==> src/rtl/if_stage_fetch.sv <==
// ----------------------------------------------------------------------------
// if_stage_fetch
//
// Instruction-fetch stage of the 5-stage MIPS pipeline. Owns the program
// counter, presents it to a combinational instruction memory, and captures the
// returned word together with PC+4 into the IF/ID pipeline register.
//
// Ports:
//   clk            in   pipeline clock, rising-edge active
//   rst_n          in   asynchronous, active-low reset
//   stall          in   hazard unit: hold PC and IF/ID
//   flush          in   force IF/ID to a bubble
//   branch_taken   in   branch resolved taken (older than any jump)
//   branch_target  in   byte address of the taken branch
//   jump           in   jump decoded in ID
//   jump_target    in   byte address of the jump
//   imem_addr      out  current PC, straight from the PC register
//   imem_data      in   instruction word for imem_addr, same cycle
//   ifid_inst      out  registered instruction to ID
//   ifid_pc_plus4  out  registered PC+4 of that instruction
//   ifid_valid     out  IF/ID holds a real instruction
//   addr_err       out  sticky flag: a misaligned redirect target was seen
//   fetch_count    out  saturating count of instructions delivered to IF/ID
// ----------------------------------------------------------------------------
module if_stage_fetch #(
    parameter logic [31:0] RESET_PC = 32'h0000_0064,
    parameter int unsigned COUNT_W  = 16
) (
    input  logic               clk,
    input  logic               rst_n,
    input  logic               stall,
    input  logic               flush,
    input  logic               branch_taken,
    input  logic [31:0]        branch_target,
    input  logic               jump,
    input  logic [31:0]        jump_target,
    output logic [31:0]        imem_addr,
    input  logic [31:0]        imem_data,
    output logic [31:0]        ifid_inst,
    output logic [31:0]        ifid_pc_plus4,
    output logic               ifid_valid,
    output logic               addr_err,
    output logic [COUNT_W-1:0] fetch_count
);

    // sll $0,$0,0 -- a stage that ignores ifid_valid still executes a nop
    localparam logic [31:0] BUBBLE_INST = 32'h0000_0000;

    logic [31:0]        pc_q,            pc_d;
    logic [31:0]        ifid_inst_q,     ifid_inst_d;
    logic [31:0]        ifid_pc_plus4_q, ifid_pc_plus4_d;
    logic               ifid_valid_q,    ifid_valid_d;
    logic               addr_err_q,      addr_err_d;
    logic [COUNT_W-1:0] fetch_count_q,   fetch_count_d;

    logic        redir;
    logic [31:0] tgt;
    logic        tgt_misaligned;
    logic [31:0] pc_plus4;
    logic        count_full;

    // Redirect decode: the branch is the older instruction, so its target
    // wins when a branch and a jump resolve in the same cycle.
    always_comb begin
        redir          = branch_taken | jump;
        tgt            = branch_taken ? branch_target : jump_target;
        tgt_misaligned = (tgt[1:0] != 2'b00);
        pc_plus4       = pc_q + 32'd4;
        count_full     = (fetch_count_q == {COUNT_W{1'b1}});
    end

    // Next-state selection, highest priority first. A bubble clears the
    // instruction and valid bit but leaves pc_plus4 untouched. Redirect is
    // checked before stall because the wrong-path fetch must be discarded
    // even when the hazard unit is holding the front end.
    always_comb begin
        pc_d            = pc_q;
        ifid_inst_d     = ifid_inst_q;
        ifid_pc_plus4_d = ifid_pc_plus4_q;
        ifid_valid_d    = ifid_valid_q;
        addr_err_d      = addr_err_q;
        fetch_count_d   = fetch_count_q;

        if (addr_err_q) begin
            // frozen until reset
            ifid_inst_d  = BUBBLE_INST;
            ifid_valid_d = 1'b0;
        end else if (redir && tgt_misaligned) begin
            addr_err_d   = 1'b1;
            ifid_inst_d  = BUBBLE_INST;
            ifid_valid_d = 1'b0;
        end else if (redir) begin
            pc_d         = tgt;
            ifid_inst_d  = BUBBLE_INST;
            ifid_valid_d = 1'b0;
        end else if (stall) begin
            // everything holds, flush included
            pc_d = pc_q;
        end else if (flush) begin
            pc_d         = pc_plus4;
            ifid_inst_d  = BUBBLE_INST;
            ifid_valid_d = 1'b0;
        end else begin
            pc_d            = pc_plus4;
            ifid_inst_d     = imem_data;
            ifid_pc_plus4_d = pc_plus4;
            ifid_valid_d    = 1'b1;
            if (!count_full) begin
                fetch_count_d = fetch_count_q + COUNT_W'(1);
            end
        end
    end

    // State registers; reset drops everything in flight immediately.
    always_ff @(posedge clk or negedge rst_n) begin
        if (!rst_n) begin
            pc_q            <= RESET_PC;
            ifid_inst_q     <= BUBBLE_INST;
            ifid_pc_plus4_q <= 32'h0000_0000;
            ifid_valid_q    <= 1'b0;
            addr_err_q      <= 1'b0;
            fetch_count_q   <= '0;
        end else begin
            pc_q            <= pc_d;
            ifid_inst_q     <= ifid_inst_d;
            ifid_pc_plus4_q <= ifid_pc_plus4_d;
            ifid_valid_q    <= ifid_valid_d;
            addr_err_q      <= addr_err_d;
            fetch_count_q   <= fetch_count_d;
        end
    end

    assign imem_addr     = pc_q;
    assign ifid_inst     = ifid_inst_q;
    assign ifid_pc_plus4 = ifid_pc_plus4_q;
    assign ifid_valid    = ifid_valid_q;
    assign addr_err      = addr_err_q;
    assign fetch_count   = fetch_count_q;

endmodule

==> config.mk <==
export PLATFORM = sky130hd
export DESIGN_NAME = if_stage_fetch
export DESIGN_NICKNAME = d
export VERILOG_FILES = /design/src/rtl/if_stage_fetch.sv
export SDC_FILE = /design/constraint.sdc
export NUM_CORES = 1
export LEC_CHECK = 0
export BUFFER_PORTS_ARGS = -buffer_cell sky130_fd_sc_hd__buf_2
export CAP_MARGIN = 20
export CORE_MARGIN = 2
export CORE_UTILIZATION = 40
export CTS_BUF_LIST = sky130_fd_sc_hd__clkbuf_4 sky130_fd_sc_hd__clkbuf_8
export DETAILED_ROUTE_END_ITERATION = 10
export PLACE_DENSITY = 0.67
export SYNTH_ARGS = -nofsm -noshare
export SYNTH_HDL_FRONTEND = slang
export SYNTH_SLANG_ARGS = --single-unit
==> constraint.sdc <==
create_clock -name clk -period 5.2 [get_ports clk]
set_input_delay 0.78 -clock clk [delete_from_list [all_inputs] [get_ports clk]]
set_output_delay 0.78 -clock clk [all_outputs]
set_load 0.02 [all_outputs]
Yosys cells after proc, flatten, opt, wreduce, memory -nomap -nowiden:

Cells that the tools add are included.
W data, S select, Z words.

* register bits: 114
* bits of input ports: 102
* output and inout port bits: 114
* word-level logic and storage cells: 38

* add/sub/neg operators: 2
* equality and inequality tests: 3
* multiplexer cells: 15
* bitwise gates (word level): 7
* reductions and logical operators: 5

Operators with widths (number)
* $mux W32: 8
* $add A32 B3 Y32 const B: 1
* $add A16 B1 Y16 const B: 1
* $eq A16 B16 Y1 const B: 1
* $mux W1: 7
* $not A1 Y1: 6
* $reduce_and A6 Y1: 1
* $reduce_and A5 Y1: 1
* $ne A4 B1 Y1 const B: 1
* $reduce_and A3 Y1: 1
* $ne A2 B1 Y1 const B: 1
* $reduce_bool A2 Y1: 1
* $logic_and A1 B1 Y1: 1
* $or A1 B1 Y1: 1

Logic depth before layout (Yosys ltp):

Gate-level depths: netlist (run 1).

* depth in word-level cells: 5
* gate-level depth with buffers: 9
* gate-level depth less buffers: 6

Worst setup path after synthesis (run 1):

OpenSTA, ideal clock, no wires.

* kind: input-to-reg
* start point: in jump
* end point: reg fetch_count_q[13] (netlist: fetch_count[13])
* library setup time: 80 ps
* data arrival time: 2446 ps
* data required time: 5120 ps
* setup slack: 2674 ps
* cell stages on the path: 5
* path buffers: 0
* cells stage by stage: or4_4 or4_4 or3_4 nor2_2 xor2_1

* cells in the longest elaborated chain, start to end: 4
* elaborated cells between the ends (all ways): 5
* classes of those cells: 3 x bitwise; 2 x reduce/logical

RTL lines
* start: declaration: RTL line 35 `input logic jump,`
* $or A1 B1 Y1 *: RTL line 65 `redir = branch_taken | jump;`
* $logic_and A1 B1 Y1: RTL line 88 `end else if (redir && tgt_misaligned) begin`
* $not A1 Y1 (no source line)
* $reduce_and A6 Y1 (no source line) *
* end signal: assignment: RTL line 129 `fetch_count_q <= fetch_count_d;`
* end: declaration: RTL line 54 `logic [COUNT_W-1:0] fetch_count_q, fetch_count_d;`

Mark *: on every way between the ends. The rest lies on a longest branch, timed or not.
A chain may end at the register's enable or synchronous reset.

Worst setup path after layout (run 1):

* start point: in branch_taken
* end point: reg fetch_count_q[5] (netlist: fetch_count[5])

* cells in the longest elaborated chain, start to end: 5
* elaborated cells between the ends (all ways): 7
* classes of those cells: 1 x mux; 3 x bitwise; 3 x reduce/logical

RTL lines
* start: declaration: RTL line 33 `input logic branch_taken,`
* $mux W32: RTL line 66 `tgt = branch_taken ? branch_target : jump_target;`
* $reduce_bool A2 Y1: RTL line 67 `tgt_misaligned = (tgt[1:0] != 2'b00);`
* $logic_and A1 B1 Y1: RTL line 88
* $not A1 Y1 (no source line)
* $reduce_and A6 Y1 (no source line) *

Marks and branches as above.

==> out/results.tsv, run 1 <==
metric	value	unit
ir_drop	0.1166	mV
tritoncts	built	
synth_flop_cell	dfrtp_1	
worst_clock_skew	0.009928	ns
cts_root_buf	clkbuf_8	
finalHoldViolations	0	
crit_path_end_kind	flop	
synth_top_area_cell	dfrtp_1	
core	13830	µm²
leakage	3.618	nW
antenna_found_initial	3	
dpl.hpwl	12560	µm
syn_inst	571	
nets	877	
cts_max_level	4	
period_minus_slack	2.937	ns
clk_path_buf_depth	2	
die-area	15040	µm²
slew_headroom	31.59	%
fmax	0.3405	GHz
grt_max_degree	75	
layout_setup_ws	2.263	ns
drv_slew	0	
numCtsBuffers	17	
synth_enable_flop_cells	0	
place.gp.congestion	0.8650	
grt_first_pass_wirelength	25800	µm
multi_input_area	2570	µm²
arrival	3.26	ns
post_cts_buffers	0	
wl_per_cell	17.87	µm
fin_setup_tns	0	ns
num_rows	43	
ys_seq_area_share	50.74	%
chipHeight	122.6	µm
rsz0062_at_grt	no	
crit_path_max_incr_delay	0.62	ns
hold_ws	0.4742	ns
post-place-ws	1.615	ns
viasPerCell	5.477	
final_util	52.46	%
synth.top_cell.area_share	49.34	%
overflow	0	
vias	5296	
critPathKind	in2reg	
drtIter0Drc	430	
clock_latency	0.44	ns
yosys_warnings	0	
ctsHoldBuffers	0	
drive_gt1_share	34.44	%
ant_nets	0	
syn_area_per_cell	9.858	µm²
syn_area	5629	µm²
slowest_stage	or4_4	
powerDensity	246.5	nW/µm²
die_w	122.6	µm
io_pins	216	
areaGrowthSynthToFinish	28.85	%
post_cts_resized	0	
drc	0	
clkSlewWorstSetupHoldPaths	0.07	ns
start_util	40.71	%
finalCritPeriodShare	56.48	%
io_buffers	215	
finalPower	1.788	mW
critPathTopFamily	simple AND/OR/NAND/NOR gates	
required	5.52	ns
status	completed	
synth_nets	675	
finalWirelength	17280	µm
n_fill_cell	1279	
worst_slew_pin_slew	1.022	ns
timing.critical_path.buf_inv	2	
synthTopCellsByArea	dfrtp_1 49%, a22o_1 6.1%, xnor2_1 5.0%	
first_global_vias	4943	
hold_class	reg2reg	
dr.pass1.iters	5	
path_cells	buf_2 > or4_4 > or2_2 > buf_16 > a311oi_4 > nand4_1 > xnor2_1	
seqCellArea	2856	µm²
ys_seq_elements	114	
grt_usage	22.66	%
rrSetupSlack	2.57	ns
crit_path_start_kind	input port	
synth_cell_types	53	
drv_cap	0	
setup_viol_count_final	0	
synthArstFlopShare	100.0	%
cp_max_fo	41	
cts_sinks	114	
synth_stat cells, types with 3 or more instances:
cell	instances
a211oi_1	4
buf_2	6
nand2b_1	3
nand4_1	16
and2_1	5
a222oi_1	4
inv_1	14
o31a_1	4
clkbuf_1	29
nor2_1	40
a31oi_1	5
a41oi_1	3
o22ai_1	9
o21ai_0	49
dfstp_2	3
nand3_1	17
xnor2_1	32
a22o_1	39
a22oi_1	11
nor2b_1	4
nor3_1	9
o2bb2ai_1	8
and3_1	5
xor2_1	10
nor4_1	5
and4_1	6
a21oi_1	19
buf_1	3
dfrtp_1	111
nand2_1	63
worst reg2reg max path, cell delays in order (launching register included):
cell      delay (ns)
dfrtp_1         0.43
or4_4           0.58
or2_2           0.53
buf_16          0.27
a311oi_4        0.37
nand4_1         0.18
xnor2_1         0.15
metrics by stage:
step,instances,area (µm²)
floorplan,571,5629
global placement,931,6820
detailed placement,932,6835
CTS,962,7203
global route,964,7246
finish,967,7253
final cells by class:
cell class,instances,share of cell area (%)
Antenna cell,3,0.1035
Clock buffer,26,4.761
Clock inverter,4,0.3105
Inverter,14,0.7245
Multi-Input combinational cell,403,35.43
Sequential cell,114,39.38
Tap cell,180,3.105
Timing Repair Buffer,223,16.18
worst paths after layout:
check | start | to | cells past startpoint
max | branch_taken | fetch_count[5] | 7
max reg2reg | addr_err | fetch_count[5] | 6
min reg2reg | ifid_valid | ifid_valid | 2
min | ifid_valid | ifid_valid | 2
max in group asynchronous | rst_n | ifid_inst[17] | 2
min in group asynchronous | rst_n | fetch_count[10] | 1
where the power goes:
group	internal, mW	total (mW)	switching (mW)
clock network	0.422	0.766	0.344
logic	0.0504	0.124	0.0741
registers	0.894	0.898	0.00400
cell families after synthesis:
group | after synthesis | synth area share [%]
DFF | 114 | 50.74
muxes | 2 | 0.3779
AOI/OAI and AO/OA | 173 | 21.83
buffers and inverters | 54 | 3.867
xor gates and xnor gates | 42 | 6.535
adders and majority gates | 2 | 0.4445
and+or+nand+nor | 184 | 16.20
cell usage in the layout (no fill, tap or decap), drive strengths merged, types with 3 or more instances in the layout:
cell,n
dfstp,3
or4,3
diode,3
clkbuf,26
and2,5
a211oi,4
buf,223
a21oi,19
nand4,16
nand3,17
o21ai,49
a31oi,5
nand2,63
and4,6
o2bb2ai,8
o31a,4
o22ai,9
clkinv,3
xor2,10
a41oi,3
dfrtp,111
a22o,39
xnor2,32
and3,5
nor4,5
a222oi,4
nand2b,3
nor2b,4
nor2,42
inv,14
nor3,9
a22oi,11
layer usage:
layer / up-vias / GRT usage (%) / wire [µm]
met5: - / 0 / 0
met1: 2504 / 30.29 / 7635
met2: 277 / 35.80 / 7923
li1: 2496 / - / -
met4: 0 / 7.112 / 216
met3: 19 / 6.320 / 1506
state kept, by name, indices dropped and copies added (netlist names):
signal / cells
ifid_inst: 32
addr_err: 1
fetch_count: 16
ifid_pc_plus4: 32
ifid_valid: 1
imem_addr: 32
Note: power is estimated with default switching activity, not from simulation.
==> inputs of run 2 (changes only) <==
ABC_AREA = 1   (was unset)
clock period = 3.05 ns   (was 5.2 ns; I/O delays follow)
==> run 2 against run 1 <==
Critical path depth rose by 2. Clock-buffer cell count fell by 5. Register-to-register slack got worse by 1.8 ns. Via count rose by 5.2%. Combinational power rose by 44%. Wire length rose by 0.25%. First-iteration DRC count fell by 23%. Cell count rose by 18%. Final area rose by 4.0%. Setup slack got worse by 1.4 ns. Clock power rose by 100%. Clock skew rose by 0.0019 ns.
==> out/results.tsv, run 2 <==
metric	value	unit	change
status	completed		unchanged
critPathKind	reg2reg		was in2reg
dpl.hpwl	12450	µm	was 12560 µm
drv_slew	0		unchanged
leakage	4.441	nW	was 3.618 nW
core	14420	µm²	was 13830 µm²
drtIter0Drc	329		was 430
syn_area_per_cell	7.945	µm²	was 9.858 µm²
clkSlewWorstSetupHoldPaths	0.07	ns	about the same
synthArstFlopShare	100.0	%	unchanged
wl_per_cell	15.16	µm	was 17.87 µm
grt_first_pass_wirelength	27580	µm	was 25800 µm
final_util	52.29	%	was 52.46%
io_buffers	215		unchanged
worst_slew_pin_slew	0.6620	ns	was 1.022 ns
cts_sinks	114		unchanged
synth_flop_cell	dfrtp_1		unchanged
hold_ws	0.2357	ns	was 0.4742 ns
reg2reg_depth	9		was 6
numCtsBuffers	17		unchanged
dp.cells	1110		was 932
dr.pass1.iters	7		was 5
syn_area	5839	µm²	was 5629 µm²
powerDensity	431.2	nW/µm²	was 246.5 nW/µm²
n_fill_cell	1436		was 1279
cts_root_buf	clkbuf_8		unchanged
final_cell_mix	289 x nand2_1, 214 x buf_2, 111 x dfrtp_1		was 214 x buf_2, 111 x dfrtp_1, 63 x nand2_1
ant_nets	0		unchanged
instances_no_fill	1143		was 967
drc	0		unchanged
antenna_found_initial	0		was 3
required	3.41	ns	was 5.52 ns
vias	5570		was 5296
first_global_vias	5303		was 4943
synth_top_area_cell	dfrtp_1		unchanged
rrSetupSlack	0.82	ns	was 2.57 ns
synthXorXnorAreaFrac	4.500	%	was 6.535%
ir_drop	0.2699	mV	was 0.1166 mV
synth_nets	839		was 675
fmax	0.4476	GHz	
viasPerCell	4.873		was 5.477
yosysMostFrequentCell	nand2_1		was dfrtp_1
chipHeight	124.8	µm	was 122.6 µm
fin_setup_tns	0	ns	unchanged
hold_class	in2reg		was reg2reg
crit_start	imem_addr[2]		was branch_taken
finalCritPeriodShare	73.25	%	
slew_headroom	55.80	%	was 31.59%
synth_top_family_by_area	simple AND/OR/NAND/NOR gates		was compound AO/OA/AOI/OAI gates
syn_inst	735		was 571
setup_viol_count_final	0		unchanged
worstReg2RegEnd	imem_addr[22]		was fetch_count[5]
synth_mux_area_share	0	%	was 0.3779%
grt_usage	22.33	%	was 22.66%
ys_seq_elements	114		unchanged
place.gp.congestion	0.8709		was 0.8650
cts_max_level	4		unchanged
grt_max_degree	72		was 75
ys_seq_area_share	48.92	%	was 50.74%
overflow	0		unchanged
yosys_warnings	0		unchanged
crit_path_start_kind	flop		was input port
synth_compound_area_share	12.90	%	was 21.83%
die-area	15580	µm²	was 15040 µm²
worst_clock_skew	0.01184	ns	was 0.009928 ns
clk_path_buf_depth	2		unchanged
synth-adder-area-share	0.4285	%	was 0.4445%
synthTopCellsByCount	290 x nand2_1, 111 x dfrtp_1, 73 x nor2_1		was 111 x dfrtp_1, 63 x nand2_1, 49 x o21ai_0
rsz0062_at_grt	no		unchanged
cp-endpoint	imem_addr[22]		was fetch_count[5]
start_util	40.48	%	was 40.71%
period_minus_slack	2.234	ns	
drv_cap	0		unchanged
post_cts_buffers	0		unchanged
hold_start	imem_data[15]		was ifid_valid
drive_gt1_share	27.74	%	was 34.44%
die_w	124.8	µm	was 122.6 µm
worstReg2RegStart	imem_addr[2]		was addr_err
synth.top_cell.area_share	47.57	%	was 49.34%
nets	1050		was 877
areaGrowthSynthToFinish	29.16	%	was 28.85%
arrival	2.60	ns	was 3.26 ns
clock_latency	0.44	ns	about the same
antenna_cells	0		was 3
finalHoldViolations	0		unchanged
final_common_cell	nand2_1		was buf_2
synthSimpleGateAreaFrac	27.36	%	was 16.20%
synth_enable_flop_cells	0		unchanged
finalWirelength	17330	µm	was 17280 µm
crit_path_end_kind	flop		unchanged
synthTopCellsByArea	dfrtp_1 48%, nand2_1 19%, a22o_1 7.9%		was dfrtp_1 49%, a22o_1 6.1%, xnor2_1 5.0%
io_pins	216		unchanged
synth_cell_types	30		was 53
num_rows	44		was 43
cp_max_fo	7		was 41
tritoncts	built		unchanged
## run 2: power breakdown
| group | total (mW) | internal, mW | switching, mW |
|---|---|---|---|
| clock | 1.56 | 0.944 | 0.616 |
| sequential | 1.51 | 1.51 | 0.000660 |
| combinational | 0.179 | 0.0797 | 0.0989 |
## run 2: layout make-up
cell class,count,area [µm²],area share [%]
sequential,114,2856,37.87
multi-input combinational,534,2644,35.05
timing repair buffer,223,1166,15.46
clock buffer,21,276.5,3.666
tap,184,230.2,3.052
inverter,56,210.2,2.787
clock inverter,11,158.9,2.107
## run 2: kinds of logic after synthesis
family	after synthesis
DFF	114
xor gates and xnor gates	30
AOI/OAI and AO/OA	98
adders and majority gates	2
buffers and inverters	87
and+or+nand+nor	404
## run 2: worst max-delay path, cell delays in order (launching register included)
cell      delay, ns
dfstp_2        0.62
ha_1           0.23
nand2_1        0.07
nor2_1         0.14
nand2_1        0.12
nor2_1         0.50
nand3_1        0.13
nand2_1        0.13
nand2_1        0.05
a21boi_0       0.16
## run 2: routing by layer
metal  global-route usage [%]  vias to the layer above  part of all wire, %
met1                    29.62                     2556                   45
li1                         -                     2780                    -
met3                    7.131                       20                  8.0
met5                        0                        -                    0
met4                    7.843                        0                  1.5
met2                    34.59                      214                   45
## run 2: stage by stage
stage	power, mW	cell area (µm²)	setup WS (ns)
3_5_place_dp	1.722	7097	0.8220
4_1_cts	3.289	7542	0.8138
2_1_floorplan	1.600	5839	1.154
5_1_grt	3.374	7542	0.5901
6_report	3.252	7542	0.8159
3_3_place_gp	1.723	7097	0.8659
## run 2: worst min-delay path by stage
| stage | cells after the start | slack [ns] | endpoint |
|---|---|---|---|
| finish | 2 | 0.24 | ifid_inst[15] |
| global route | 2 | 0.21 | ifid_inst[15] |
| CTS | 2 | 0.20 | ifid_inst[15] |
| detailed placement | 2 | 0.46 | ifid_pc_plus4[27] |
| global placement | 2 | 0.46 | ifid_pc_plus4[10] |
| floorplan | 0 | 0.16 | addr_err |
## run 2: repair_timing
action                    in CTS  in global routing
hold endpoints to repair       7                  0
gates resized for setup        0                  0
hold buffers                   1                  0
